<file path="src/rtl/iic_dsdemod.sv">
// Sinc3 (3rd-order CIC) decimator: single-bit delta-sigma stream in, 16-bit unsigned PCM out.
// Optional clip flag output sat_o is enabled by defining IIC_DSDEMOD_SAT_FLAG_EN.
module iic_dsdemod #(
   parameter int DW = 16,
   parameter int AW = 25
) (
   input  logic          clk_i,
   input  logic          rst_n_i,
   input  logic          ds_i,
   input  logic [1:0]    osr_i,
   output logic [DW-1:0] data_o,
   output logic          data_valid_o
`ifdef IIC_DSDEMOD_SAT_FLAG_EN
   ,
   output logic          sat_o
`endif
);

   logic [AW-1:0] i1_q, i1_d, i2_q, i2_d, i3_q, i3_d;
   logic [AW-1:0] i3_prev_q, i3_prev_d, c1_prev_q, c1_prev_d, c2_prev_q, c2_prev_d;
   logic [AW-1:0] c3_q, c3_d;
   logic [7:0]    cnt_q, cnt_d;
   logic [1:0]    settle_q, settle_d;
   logic [1:0]    osr_q, osr_d;
   logic          pend_q, pend_d;
   logic [DW-1:0] data_q, data_d;
   logic          valid_q, valid_d;
`ifdef IIC_DSDEMOD_SAT_FLAG_EN
   logic          sat_q, sat_d;
`endif

   logic [AW-1:0] c1, c2, c3;
   logic [AW:0]   sc;
   logic [7:0]    r_last;
   logic          dec, osr_chg, clip;

   always_comb begin
      i1_d      = i1_q;
      i2_d      = i2_q;
      i3_d      = i3_q;
      i3_prev_d = i3_prev_q;
      c1_prev_d = c1_prev_q;
      c2_prev_d = c2_prev_q;
      c3_d      = c3_q;
      cnt_d     = cnt_q;
      settle_d  = settle_q;
      pend_d    = 1'b0;
      data_d    = data_q;
      valid_d   = 1'b0;
      osr_d     = osr_i;
      c1        = '0;
      c2        = '0;
      c3        = '0;
      sc        = '0;

      case (osr_q)
         2'd0:    r_last = 8'd31;
         2'd1:    r_last = 8'd63;
         2'd2:    r_last = 8'd127;
         default: r_last = 8'd255;
      endcase
      dec     = (cnt_q == r_last);
      osr_chg = (osr_i != osr_q);

      // Map the full-scale comb value R^3 onto 2^16.
      case (osr_q)
         2'd0:    sc = {c3_q, 1'b0};
         2'd1:    sc = {1'b0, c3_q >> 2};
         2'd2:    sc = {1'b0, c3_q >> 5};
         default: sc = {1'b0, c3_q >> 8};
      endcase
      clip = |sc[AW:DW];

`ifdef IIC_DSDEMOD_SAT_FLAG_EN
      sat_d = 1'b0;
`endif

      if (osr_chg) begin
         // Ratio change restarts the filter; data_o keeps its last word.
         i1_d      = '0;
         i2_d      = '0;
         i3_d      = '0;
         i3_prev_d = '0;
         c1_prev_d = '0;
         c2_prev_d = '0;
         c3_d      = '0;
         cnt_d     = '0;
         settle_d  = '0;
      end else begin
         i1_d  = i1_q + {{(AW-1){1'b0}}, ds_i};
         i2_d  = i2_q + i1_q;
         i3_d  = i3_q + i2_q;
         cnt_d = dec ? 8'd0 : cnt_q + 8'd1;
         if (dec) begin
            c1        = i3_q - i3_prev_q;
            c2        = c1 - c1_prev_q;
            c3        = c2 - c2_prev_q;
            i3_prev_d = i3_q;
            c1_prev_d = c1;
            c2_prev_d = c2;
            c3_d      = c3;
            // Comb history is only fully populated from the 4th event on.
            if (settle_q == 2'd3) pend_d = 1'b1;
            else                  settle_d = settle_q + 2'd1;
         end
         if (pend_q) begin
            valid_d = 1'b1;
            data_d  = clip ? {DW{1'b1}} : sc[DW-1:0];
`ifdef IIC_DSDEMOD_SAT_FLAG_EN
            sat_d   = clip;
`endif
         end
      end
   end

   always_ff @(posedge clk_i or negedge rst_n_i) begin
      if (!rst_n_i) begin
         i1_q      <= '0;
         i2_q      <= '0;
         i3_q      <= '0;
         i3_prev_q <= '0;
         c1_prev_q <= '0;
         c2_prev_q <= '0;
         c3_q      <= '0;
         cnt_q     <= '0;
         settle_q  <= '0;
         osr_q     <= '0;
         pend_q    <= 1'b0;
         data_q    <= '0;
         valid_q   <= 1'b0;
`ifdef IIC_DSDEMOD_SAT_FLAG_EN
         sat_q     <= 1'b0;
`endif
      end else begin
         i1_q      <= i1_d;
         i2_q      <= i2_d;
         i3_q      <= i3_d;
         i3_prev_q <= i3_prev_d;
         c1_prev_q <= c1_prev_d;
         c2_prev_q <= c2_prev_d;
         c3_q      <= c3_d;
         cnt_q     <= cnt_d;
         settle_q  <= settle_d;
         osr_q     <= osr_d;
         pend_q    <= pend_d;
         data_q    <= data_d;
         valid_q   <= valid_d;
`ifdef IIC_DSDEMOD_SAT_FLAG_EN
         sat_q     <= sat_d;
`endif
      end
   end

   assign data_o       = data_q;
   assign data_valid_o = valid_q;
`ifdef IIC_DSDEMOD_SAT_FLAG_EN
   assign sat_o        = sat_q;
`endif

endmodule

</file>
<file path="config.mk">
export PLATFORM = sky130hd
export DESIGN_NAME = iic_dsdemod
export DESIGN_NICKNAME = d
export VERILOG_FILES = /design/src/rtl/iic_dsdemod.sv
export SDC_FILE = /design/constraint.sdc
export NUM_CORES = 1
export LEC_CHECK = 0
export ABC_AREA = 1
export CELL_PAD_IN_SITES_DETAIL_PLACEMENT = 0
export CELL_PAD_IN_SITES_GLOBAL_PLACEMENT = 2
export CORE_MARGIN = 2
export CORE_UTILIZATION = 30
export CTS_BUF_LIST = sky130_fd_sc_hd__clkbuf_4
export DETAILED_ROUTE_END_ITERATION = 8
export GPL_ROUTABILITY_DRIVEN = 0
export PLACE_DENSITY_LB_ADDON = 0.1
export SYNTH_ARGS = -nofsm -noshare
export SYNTH_HDL_FRONTEND = slang
export SYNTH_SLANG_ARGS = --single-unit
</file>
<file path="constraint.sdc">
create_clock -name clk_i -period 4.4 [get_ports clk_i]
set_input_delay 0.66 -clock clk_i [delete_from_list [all_inputs] [get_ports clk_i]]
set_output_delay 0.66 -clock clk_i [all_outputs]
set_load 0.01 [all_outputs]
</file>
# [Yosys cells after proc, flatten, opt, wreduce, memory -nomap -nowiden]
# Index checks and enable logic that the tools add are counted.
[word_totals] ff_bits=205 inputBits=5 output_inout_bits=17 wordCells=57
[op_classes] add_sub_neg=8 eq_ne=6 muxes=24 bitwise=1 reduce_logical=5
[ops] cell="$mux 25" n=11
[ops] cell="$pmux 26 s3" n=1
[ops] cell="$sub 25x25->25" n=3
[ops] cell="$add 25x25->25" n=2
[ops] cell="$add 25x1->25" n=1
[ops] cell="$pmux 8 s3" n=1
[ops] cell="$mux 16" n=1
[ops] cell="$mux 8" n=2
[ops] cell="$reduce_or 10->1" n=1
[ops] cell="$add 8x1->8 const B" n=1
[ops] cell="$eq 8x8->1" n=1
[ops] cell="$mux 2" n=3
[ops] cell="$mux 1" n=5
[ops] cell="$eq 2x2->1 const B" n=2
[ops] cell="$reduce_and 2->1" n=2
[ops] cell="$add 2x1->2 const B" n=1
[ops] cell="$eq 2x1->1 const B" n=1
[ops] cell="$logic_not 2->1" n=1
[ops] cell="$ne 2x2->1" n=1
[ops] cell="$ne 2x2->1 const B" n=1
[ops] cell="$reduce_bool 2->1" n=1
[ops] cell="$not 1->1" n=1

# [Depth between registers and ports, before layout]
[logic_depth] depth_word=5 depth_mapped=37 depth_no_buf=37

# [Worst setup path after synthesis]
# OpenSTA, ideal clock, no wires.
[synth_path] path_kind="register to register" start="reg i3_q[0]" end="reg c3_q[24]" setup_time_ns=0.065 t_arrival_ns=4.315 t_required_ns=4.335 setup_slack_ns=0.020 stages_incl_launch_ff=36 path_buffers=0 synth_period_minus_slack_ns=4.380 cell_sequence="dfrtp_1 > inv_1 > ha_1 > fa_1 > inv_1 > nand2_1 > nand2_1 > nand3_1 > nand2_1 > nand2_1 > nand3_1 > nand2_1 > nand2_1 > a21oi_2 > inv_1 > nand2_1 > nand2_1 > nand2_1 > and2_1 > ha_1 > a21oi_1 > o21ai_0 > a21o_1 > nand2_1 > nand3_1 > and2_1 > ha_1 > nand2_1 > nor3_1 > nand2_1 > or2_2 > nand3_1 > inv_1 > nand3_1 > nand3_1 > nand2_1"
[synth_via] elab_chain_cells=5
[synth_rtl] element="start, declared" line_no="19" text="logic [AW-1:0] i1_q, i1_d, i2_q, i2_d, i3_q, i3_d;"
[synth_rtl] element="start signal, assigned" line_no="137" text="i3_q <= i3_d;"
[synth_rtl] element="$sub 25x25->25" line_no="95" text="c1 = i3_q - i3_prev_q;"
[synth_rtl] element="$sub 25x25->25" line_no="96" text="c2 = c1 - c1_prev_q;"
[synth_rtl] element="$sub 25x25->25" line_no="97" text="c3 = c2 - c2_prev_q;"
[synth_rtl] element="$mux 25" line_no="94" text="if (dec) begin"
[synth_rtl] element="$mux 25" line_no="78" text="if (osr_chg) begin"
[synth_rtl] element="end signal, assigned" line_no="124" text="c3_q <= '0;"
[synth_rtl] element="end signal, assigned" line_no="141" text="c3_q <= c3_d;"
[synth_rtl] element="end, declared" line_no="21" text="logic [AW-1:0] c3_q, c3_d;"
# No other way between the ends. The select of a mux whose other input is x is not followed.
# A chain may end at the register's enable or synchronous reset.

# [Final worst setup path]
[layout_path] start="reg i3_q[2]" end="reg c3_q[21]"
# The elaborated chain is that of the path after synthesis.

==> run summary <==
Status -> finished, final reports clean
CP bufs+invs -> 4
IO Count -> 22
Clock Path Buffers -> 3
Net count after synthesis -> 1,928
Hold WC Path Type -> input port to register
CTS tree -> done
Rel. slew slack -> 31.6%
Sequential cell area -> 5130 um^2
Slew Limit Fails -> 0
CP endpoint kind -> register
Post-synthesis sequential area ratio -> 36.7%
Chip Width -> 220 um
Largest net degree at the start of global routing -> 112
Final nets -> 2,254
Synth Instances -> 1,794
Yosys cell types -> 52
DRC -> 0
CTS Sinks -> 205
Ys async rst share -> 100%
DIE AREA -> 48,300 um^2
Peak VDD IR -> 0.000167 V
H-tree depth -> 3
Highest routed layer -> met4
GRT overflow -> 0
Antenna Nets Post-Route -> 0
Metal2 WL -> 21,900 um
Multi-input gate area -> 9500 um^2
CTS Buf Count -> 67
Antenna violations before repair -> 2
Reg clk slew, reported paths -> 0.06 ns
Tmin final -> 4.39 ns
Dpl cell area -> 16,500 um^2
Worst-path fanout max -> 5
PortBufs -> 21
Final setup vio count -> 0
Hpwl dp -> 31,100 um
Area Growth Syn to Fin -> 39.5%
Fin. Hold Viols -> 0
#FFs+latches synth -> 205
Vias in the first global route -> 13.8k
Slew @ Worst Pin -> 1.03 ns
Max-capacitance violation count -> 0
Top FF cell, synth -> dfrtp_1
Routed wl met3 -> 1310 um
Delay-heaviest family, CP -> compound AO/OA/AOI/OAI gates
Initial DRC Count -> 568
Fin cells -> 2,778
Crit path kind -> register to register
Post-synth EDFFs -> 0
Post-synthesis instance area -> 14,000 um^2
Final instance area -> 19,500 um^2
Total GRT Usage -> 18.6%
Share of layout cells above drive strength 1 -> 30.0%
Clock root buffer master -> clkbuf_4
LEAKAGE -> 9.37 nW
Routed WL -> 43,400 um
Arr. time, crit path -> 5.12 ns
Clock Latency Late Sink -> 0.79 ns
Drt via density -> 4.78
CP Launch Type -> register
Maximum clock frequency -> 228 MHz
Power Density -> 247 nW/um^2
DP Cell Count -> 2,618
Period utilization -> 99.8%
Worst EP required -> 5.13 ns
WL met1 -> 18,700 um
Fillcell total -> 4,784
Core area -> 46,300 um^2
Skew final -> 0.0498 ns
Worst slack at placement -> -0.608 ns
Final TNS setup -> 0 ns
RSZ-0062 raised after global routing -> yes
Setup ws final -> 0.00978 ns
# rows -> 79
Slowest-stage cell, CP -> dfrtp_1
Chip Height -> 220 um
Initial Util -> 30.2%
Synth Area per Inst -> 7.79 um^2
Via count of the routed design -> 13.3k
Per-cell routed wire length -> 15.6 um
Crit-path max cell delay -> 0.42 ns
Yosys warns -> 0
Hold WS -> 0.397 ns
1st-pass router iterations -> 4
First-pass GRT wire length -> 70,600 um
[cell usage after synthesis (3+ instances only)]
cell type,number,area share (%)
a2bb2oi_1,16,1.0
a31o_2,5,0.31
buf_2,11,0.39
and2_1,6,0.27
dfrtp_1,205,37
buf_4,6,0.32
nor4_1,12,0.54
o21a_1,6,0.32
nand3_1,70,2.5
nand3b_1,4,0.22
nand2_2,3,0.13
o211ai_1,8,0.43
a21oi_1,160,5.7
o22ai_1,36,1.6
o21bai_1,15,0.81
a221oi_1,18,1.1
o21ai_2,3,0.19
a211oi_1,3,0.16
xnor2_1,31,1.9
nand2_1,351,9.4
inv_1,236,6.3
fa_1,5,0.72
clkbuf_1,15,0.40
a21boi_0,3,0.16
inv_2,4,0.11
nor2_2,5,0.22
nand4_1,14,0.63
nor3_1,24,0.86
nor2_1,128,3.4
a31oi_1,7,0.31
o21ai_0,153,5.5
a21boi_1,5,0.27
ha_1,124,11
a21oi_2,4,0.25
a21o_1,14,0.75
o21ai_1,20,0.72
nor3_2,3,0.22
xor2_1,45,2.8
[report_power, final]
| part | internal (W) | total, W | switching, W | leakage, nW |
|---|---|---|---|---|
| clock network | 0.00111 | 0.00206 | 0.000953 | 0.509 |
| logic | 0.000377 | 0.000854 | 0.000478 | 6.00 |
| registers | 0.00189 | 0.00190 | 0.00000562 | 2.86 |
[kinds of logic (layout without fill, tap and decap cells)]
group	Yosys count	in the layout	share of synthesized area (%)
AOI/OAI and AO/OA	481	481	20.0
xor gates and xnor gates	76	76	4.77
adders and majority gates	129	129	11.8
buffers and inverters	277	649	7.76
DFF	205	205	36.7
other	0	5	0
and+or+nand+nor	626	626	18.9
[placed cells by master (no fill, tap or decap), drive strengths merged, types with 2 or more instances in the layout]
cell type | netlist | final
o211ai | 8 | 8
nand3b | 4 | 4
a31o | 5 | 5
clkbuf | 15 | 102
inv | 240 | 242
o21ai | 176 | 176
xnor2 | 31 | 31
nor2 | 133 | 133
a21oi | 164 | 164
a211oi | 4 | 4
a31oi | 7 | 7
o21bai | 15 | 15
ha | 124 | 124
o22ai | 36 | 36
or2 | 2 | 2
nand4 | 15 | 15
clkdlybuf4s50 | 0 | 20
buf | 20 | 271
nand3 | 70 | 70
diode | 0 | 5
a21boi | 8 | 8
a221oi | 18 | 18
nor4 | 14 | 14
and2 | 6 | 6
dfrtp | 205 | 205
fa | 5 | 5
xor2 | 45 | 45
nor3 | 27 | 27
a21o | 14 | 14
a2bb2oi | 16 | 16
o21a | 6 | 6
nand2 | 354 | 354
clkinv | 2 | 11
[area by class of cell]
class / count / share of cell area, %
antenna: 5 / 0.0642
clock buffer: 102 / 3.93
clock inverter: 13 / 0.411
inverter: 242 / 4.66
multi-input combinational: 1312 / 48.8
sequential: 205 / 26.3
tap: 607 / 3.90
timing repair buffer: 292 / 11.9
[sequential cells by signal, indices dropped and copies added, names as in the netlist, 2 cells and up]
name,flops
c2_prev_q,25
c3_q,25
i2_q,25
i3_prev_q,25
settle_q,2
data_o,16
osr_q,2
cnt_q,8
i1_q,25
c1_prev_q,25
i3_q,25
[what timing repair did]
action	in CTS	in global routing
setup buffers	19	22
setup endpoints to repair	14	16
cloned	0	0
pin swaps	68	103
gates resized for setup	164	189
endpoints found under the hold margin	59	0
hold buffers	1	0
[worst paths after layout]
path	startpoint	to	slack, ns	cells after the start
hold / removal	osr_i[0]	osr_q[0]$_DFF_PN0_	0.40	1
setup reg to reg	i3_q[2]$_DFF_PN0_	c3_q[21]$_DFFE_PN0P_	0.01	26
setup / recovery	i3_q[2]$_DFF_PN0_	c3_q[21]$_DFFE_PN0P_	0.01	26
hold reg to reg	cnt_q[0]$_DFF_PN0_	cnt_q[0]$_DFF_PN0_	0.46	1
min in group asynchronous	rst_n_i	c3_q[17]$_DFFE_PN0P_	0.42	2
max in group asynchronous	rst_n_i	i2_q[10]$_DFF_PN0_	2.96	3
[stage by stage]
step                util [%]  power, W
floorplan                  -   0.00226
global placement        35.7   0.00255
detailed placement      35.7   0.00255
CTS                     39.7   0.00480
global route            42.1   0.00509
finish                  42.1   0.00481
[per-layer routing]
layer,up-vias,global-route usage [%]
met5,-,0
li1,6790,-
met4,0,7.63
met2,171,33.1
met1,6234,21.7
met3,90,3.73
Note: power is estimated with default switching activity, not from simulation.
